--- src/rtl/result_collect.sv ---
// Collects add/mul/sine results into per-unit pending registers and drains them, tagged, into a FWFT queue.
// Latency: done at edge k -> pending at k -> queued at k+1 (when it wins arbitration) -> visible at the read port.
// Backpressure: out_fifo_hold throttles the decoder early; a result that arrives while its pending register is still occupied is dropped and sets overflow.

module fifo #(
   parameter int WIDTH = 35,
   parameter int DEPTH = 8
) (
   input  logic                     clk,
   input  logic                     n_rst,
   input  logic                     push_vld,
   output logic                     push_rdy,
   input  logic [WIDTH-1:0]         push_dat,
   input  logic                     pop_vld,
   output logic [WIDTH-1:0]         head_dat,
   output logic [$clog2(DEPTH):0]   cnt
);
   localparam int AW = $clog2(DEPTH);
   localparam logic [AW:0] FULL_CNT = DEPTH[AW:0];

   logic [WIDTH-1:0] mem [DEPTH];
   logic [AW-1:0]    wr_ptr;
   logic [AW-1:0]    rd_ptr;
   logic [AW:0]      cnt_q;
   logic             do_push;
   logic             do_pop;

   // Acceptance is decided on the pre-edge count, so a pop cannot make room for a push at full.
   assign push_rdy = (cnt_q < FULL_CNT);
   assign do_push  = push_vld && push_rdy;
   assign do_pop   = pop_vld && (cnt_q != '0);
   assign head_dat = mem[rd_ptr];
   assign cnt      = cnt_q;

   always_ff @(posedge clk) begin
      if (do_push) begin
         mem[wr_ptr] <= push_dat;
      end
   end

   always_ff @(posedge clk or negedge n_rst) begin
      if (!n_rst) begin
         wr_ptr <= '0;
         rd_ptr <= '0;
         cnt_q  <= '0;
      end else begin
         if (do_push) begin
            wr_ptr <= wr_ptr + 1'b1;
         end
         if (do_pop) begin
            rd_ptr <= rd_ptr + 1'b1;
         end
         case ({do_push, do_pop})
            2'b10:   cnt_q <= cnt_q + 1'b1;
            2'b01:   cnt_q <= cnt_q - 1'b1;
            default: cnt_q <= cnt_q;
         endcase
      end
   end
endmodule

module result_collect #(
   parameter int DEPTH       = 8,
   parameter int HOLD_MARGIN = 3
) (
   input  logic                     clk,
   input  logic                     n_rst,
   input  logic                     add_done,
   input  logic [31:0]              add_result,
   input  logic                     mul_done,
   input  logic [31:0]              mul_result,
   input  logic                     sine_done,
   input  logic [31:0]              sine_result,
   input  logic                     read_strobe,
   output logic                     data_valid,
   output logic [31:0]              read_data,
   output logic [2:0]               read_tag,
   output logic [$clog2(DEPTH):0]   count,
   output logic                     out_fifo_hold,
   output logic                     overflow
);
   localparam int CW  = $clog2(DEPTH) + 1;
   localparam int THR = DEPTH - HOLD_MARGIN;
   localparam logic [CW:0] HOLD_THR = THR[CW:0];

   logic [2:0]  done;
   logic [31:0] res [3];
   logic [2:0]  pend_vld;
   logic [31:0] pend_dat [3];
   logic [2:0]  grant;
   logic [2:0]  drain;
   logic [31:0] wr_res;
   logic        wr_vld;
   logic        wr_rdy;
   logic [34:0] head_dat;
   logic [CW:0] occ;

   assign done   = {sine_done, mul_done, add_done};
   assign res[0] = add_result;
   assign res[1] = mul_result;
   assign res[2] = sine_result;

   // Fixed priority add > mul > sine; the grant doubles as the one-hot tag.
   always_comb begin
      grant = 3'b000;
      if (pend_vld[0]) begin
         grant = 3'b001;
      end else if (pend_vld[1]) begin
         grant = 3'b010;
      end else if (pend_vld[2]) begin
         grant = 3'b100;
      end
   end

   always_comb begin
      wr_res = pend_dat[0];
      if (grant[1]) begin
         wr_res = pend_dat[1];
      end else if (grant[2]) begin
         wr_res = pend_dat[2];
      end
   end

   assign wr_vld = |pend_vld;
   assign drain  = (wr_vld && wr_rdy) ? grant : 3'b000;

   always_ff @(posedge clk or negedge n_rst) begin
      if (!n_rst) begin
         pend_vld <= '0;
         overflow <= 1'b0;
      end else begin
         for (int i = 0; i < 3; i++) begin
            if (done[i]) begin
               if (pend_vld[i] && !drain[i]) begin
                  overflow <= 1'b1;
               end else begin
                  pend_vld[i] <= 1'b1;
               end
            end else if (drain[i]) begin
               pend_vld[i] <= 1'b0;
            end
         end
      end
   end

   // Result storage needs no reset; the valid flags alone decide what is live.
   always_ff @(posedge clk) begin
      for (int i = 0; i < 3; i++) begin
         if (done[i] && (!pend_vld[i] || drain[i])) begin
            pend_dat[i] <= res[i];
         end
      end
   end

   fifo #(
      .WIDTH (35),
      .DEPTH (DEPTH)
   ) u_fifo (
      .clk      (clk),
      .n_rst    (n_rst),
      .push_vld (wr_vld),
      .push_rdy (wr_rdy),
      .push_dat ({grant, wr_res}),
      .pop_vld  (read_strobe),
      .head_dat (head_dat),
      .cnt      (count)
   );

   assign data_valid = (count != '0);
   assign read_data  = data_valid ? head_dat[31:0]  : 32'd0;
   assign read_tag   = data_valid ? head_dat[34:32] : 3'b000;

   // Pending results are counted as occupancy so that everything already captured still has a slot.
   always_comb begin
      occ = {1'b0, count};
      for (int i = 0; i < 3; i++) begin
         occ = occ + {{CW{1'b0}}, pend_vld[i]};
      end
   end

   assign out_fifo_hold = (occ >= HOLD_THR);
endmodule

--- config.mk ---
export PLATFORM = sky130hd
export DESIGN_NAME = result_collect
export DESIGN_NICKNAME = d
export VERILOG_FILES = /design/src/rtl/result_collect.sv
export SDC_FILE = /design/constraint.sdc
export NUM_CORES = 1
export LEC_CHECK = 0
export CORE_MARGIN = 2
export CORE_UTILIZATION = 40
export DETAILED_ROUTE_END_ITERATION = 6
export PLACE_DENSITY_LB_ADDON = 0.25
export SLEW_MARGIN = 20
export SYNTH_ARGS = -nofsm -noshare
export SYNTH_HDL_FRONTEND = slang
export SYNTH_SLANG_ARGS = --single-unit
export TNS_END_PERCENT = 10
--- constraint.sdc ---
create_clock -name clk -period 6.8 [get_ports clk]
set_input_delay 0.68 -clock clk [delete_from_list [all_inputs] [get_ports clk]]
set_output_delay 0.68 -clock clk [all_outputs]
set_load 0.05 [all_outputs]
==> run metrics <==
status finished, final reports clean; DRC Markers 0; fmax 0.231 GHz; clock-pin slew on the worst setup and hold paths 60 ps; Routed Antenna Nets 0; Rows 70; Tcrit/Tclk final 0.635; post-DP HPWL 16200 um; Iteration-0 DRC Markers 424; initial cell density of the core 0.408; Final GP Congestion 0.678; final instance area 18300 um^2; Worst R2R Path Depth 9; Slowest cell on crit path clkdlybuf4s50_1; Core Region 36800 um^2; DR WL/cell 21.9 um; Post-CTS Setup Bufs 0; Post-Place Setup Slack 2790 ps; Pint 5.86 mW; Mapped Area 15000 um^2; nets@finish 993; Core Util, Final 0.496; die area 39100 um^2; most frequent cells in the layout edfxtp_1 (376), clkdlybuf4s50_1 (143), mux4_2 (70), clkbuf_16 (43), nand2_1 (37); share of the yosys chip area belonging to registers 0.776; WP data arrival 3640 ps; # H-tree levels 2; Clock Latency Late Sink 520 ps; routed wl met3 1670 um; Post-synth EDFFs 376; largest net degree at the start of global routing 74; total number of vias 7120; Fin. Hold Viols 0; maxcap violations 0; post-synthesis async set-or-reset flop share 0.0359; r2r startpoint pend_vld[0]$_DFFE_PN0P_; share of layout cells above drive strength 1 0.180; crit-path cells fa_1 -> ha_1 -> fa_1 -> nor4b_1 -> mux2i_1 -> o22a_1 -> clkdlybuf4s50_1; post_cts resized 0; hold crit path type register to register; Slew @ Worst Pin 1040 ps; Synth-to-Final Area Change 21.7%; GRT Total Usage 0.156; Port Buffers 143; Slew headroom 0.307; clk buf depth 3; leakage 5.92 nW; clock period minus worst slack 4320 ps; Critical path destination out_fifo_hold; CTS tree built; reg-to-reg slack, setup 3430 ps; Primary FF master, synth edfxtp_1; critical path launch point type register; Worst setup EP type output port; vias per cell 5.16; Filler cells 3013; crit path max fanout 15; Mapped Cells 716; Root Driver clkbuf_16; Synth warnings 0; Layout Skew 12.3 ps; synth unique cells 41; Worst Slack Setup Final 2480 ps; TritonCTS Buffers 42; sequential power share 0.405; Final Power 9.05 mW; syn avg cell area 21.0 um^2; Worst Setup SP pend_vld[0]$_DFFE_PN0P_; Total Routed Length 30300 um; VDD IR max 0.230 mV; met2 WL post-DR 15300 um; Setup TNS Final 0 ps; top layer used by detailed routing met4; RSZ-0062 raised after global routing false; Final setup violation count 0; post-synth net total 830; diode count 0; CP max stage delay 690 ps; Die X 198 um; max-slew violations 0; gr ovfl total 0; drt pass-1 iters 5; crit path kind register to output port; clk sinks 390; first-pass GRT wire length 45000 um; height of the die 198 um; switch share 0.353; most frequent CP cell fa_1; WP data required 6120 ps; # IOs 144; placed standard-cell area 17000 um^2; clock network fraction of total power 0.228; number of synthesized register bits 390; vias in the first global route 7402; M1 WL 12800 um; CTS Hold Bufs 0; initial antenna violation count 0; Power Dens Cells 496 nW/um^2; combinational share of power 0.367; switching pwr 3.20 mW; FF-to-FF End u_fifo.cnt[3]$_DFFE_PN0P_; commonest non-fill, non-tap cell in the layout edfxtp_1
==> layer usage <==
| layer | up-vias | global-route usage |
|---|---|---|
| met2 | 180 | 0.271 |
| met3 | 46 | 0.0266 |
| met4 | 0 | 0.0393 |
| li1 | 3267 | - |
| met1 | 3627 | 0.206 |
| met5 | - | 0 |
==> worst max-delay path: cells and delay by family (launching register included) <==
kind	cells	cell delay, ps
buf+inv	1	690
flops	1	660
fa+ha+maj	3	1210
compound gates	1	200
mux	1	110
simple gates	1	260
==> power by group through the flow <==
stage	Combinational, mW	Clock [mW]	Sequential [mW]
4_1_cts	3.34	2.12	3.73
3_3_place_gp	3.31	0	3.76
5_1_grt	3.55	2.21	3.74
2_1_floorplan	2.41	0	3.59
6_report	3.32	2.07	3.67
3_5_place_dp	3.34	0	3.78
==> flip-flops by register name, indices dropped and copies added (netlist names) <==
| signal | cells |
|---|---|
| u_fifo.wr_ptr | 3 |
| u_fifo.cnt | 4 |
| overflow | 1 |
| pend_vld | 3 |
| pend_dat | 96 |
| u_fifo.mem | 280 |
| u_fifo.rd_ptr | 3 |
==> cells by family (layout without fill, tap and decap cells) <==
kind of cell               after synthesis  after routing  synth area share
buffers and inverters                   49            244            0.0176
and+or+nand+nor                         69             69            0.0229
adders and majority gates               12             12            0.0115
muxes                                  107            107             0.130
xor gates and xnor gates                 6              6           0.00350
DFF                                    390            390             0.776
AOI/OAI and AO/OA                       83             83            0.0386
==> synth_stat cells, types with 4 or more instances <==
cell type,number,area [um^2]
xnor2_1,5,43.8
o21ai_0,34,170
clkbuf_1,20,75.1
buf_6,9,101
nor2_1,4,15.0
inv_1,10,37.5
dfrtp_1,14,350
ha_1,9,113
nor3_1,4,20.0
edfxtp_1,376,11300
mux4_2,70,1580
nand2_1,37,139
nor3b_1,4,30.0
buf_2,10,50.1
mux2i_1,34,340
a22o_1,35,307
==> per-stage QoR <==
step                      instances  hold WS, ps
after floorplan                 716          384
after global placement         1302          517
after detailed placement       1302          508
after CTS                      1378          526
after global routing           1379          552
final                          1379          513
==> cell type report <==
cell class | count | area [um^2] | share of cell area
clock buffers | 51 | 1110 | 0.0606
clock inverters | 25 | 143 | 0.00781
inverters | 10 | 37.5 | 0.00206
multi-input cells | 277 | 3180 | 0.174
flip-flops and latches | 390 | 11600 | 0.638
well taps | 468 | 586 | 0.0321
repair buffers | 158 | 1560 | 0.0853
==> worst min-delay path by stage <==
stage                             startpoint                  to  depth (start not counted)
after floorplan                        n_rst  overflow$_DFF_PN0_                          0
after global placement    overflow$_DFF_PN0_  overflow$_DFF_PN0_                          2
after detailed placement  overflow$_DFF_PN0_  overflow$_DFF_PN0_                          2
after CTS                 overflow$_DFF_PN0_  overflow$_DFF_PN0_                          2
after global routing      overflow$_DFF_PN0_  overflow$_DFF_PN0_                          2
final                     overflow$_DFF_PN0_  overflow$_DFF_PN0_                          2
(Power assumes the default switching activity.)
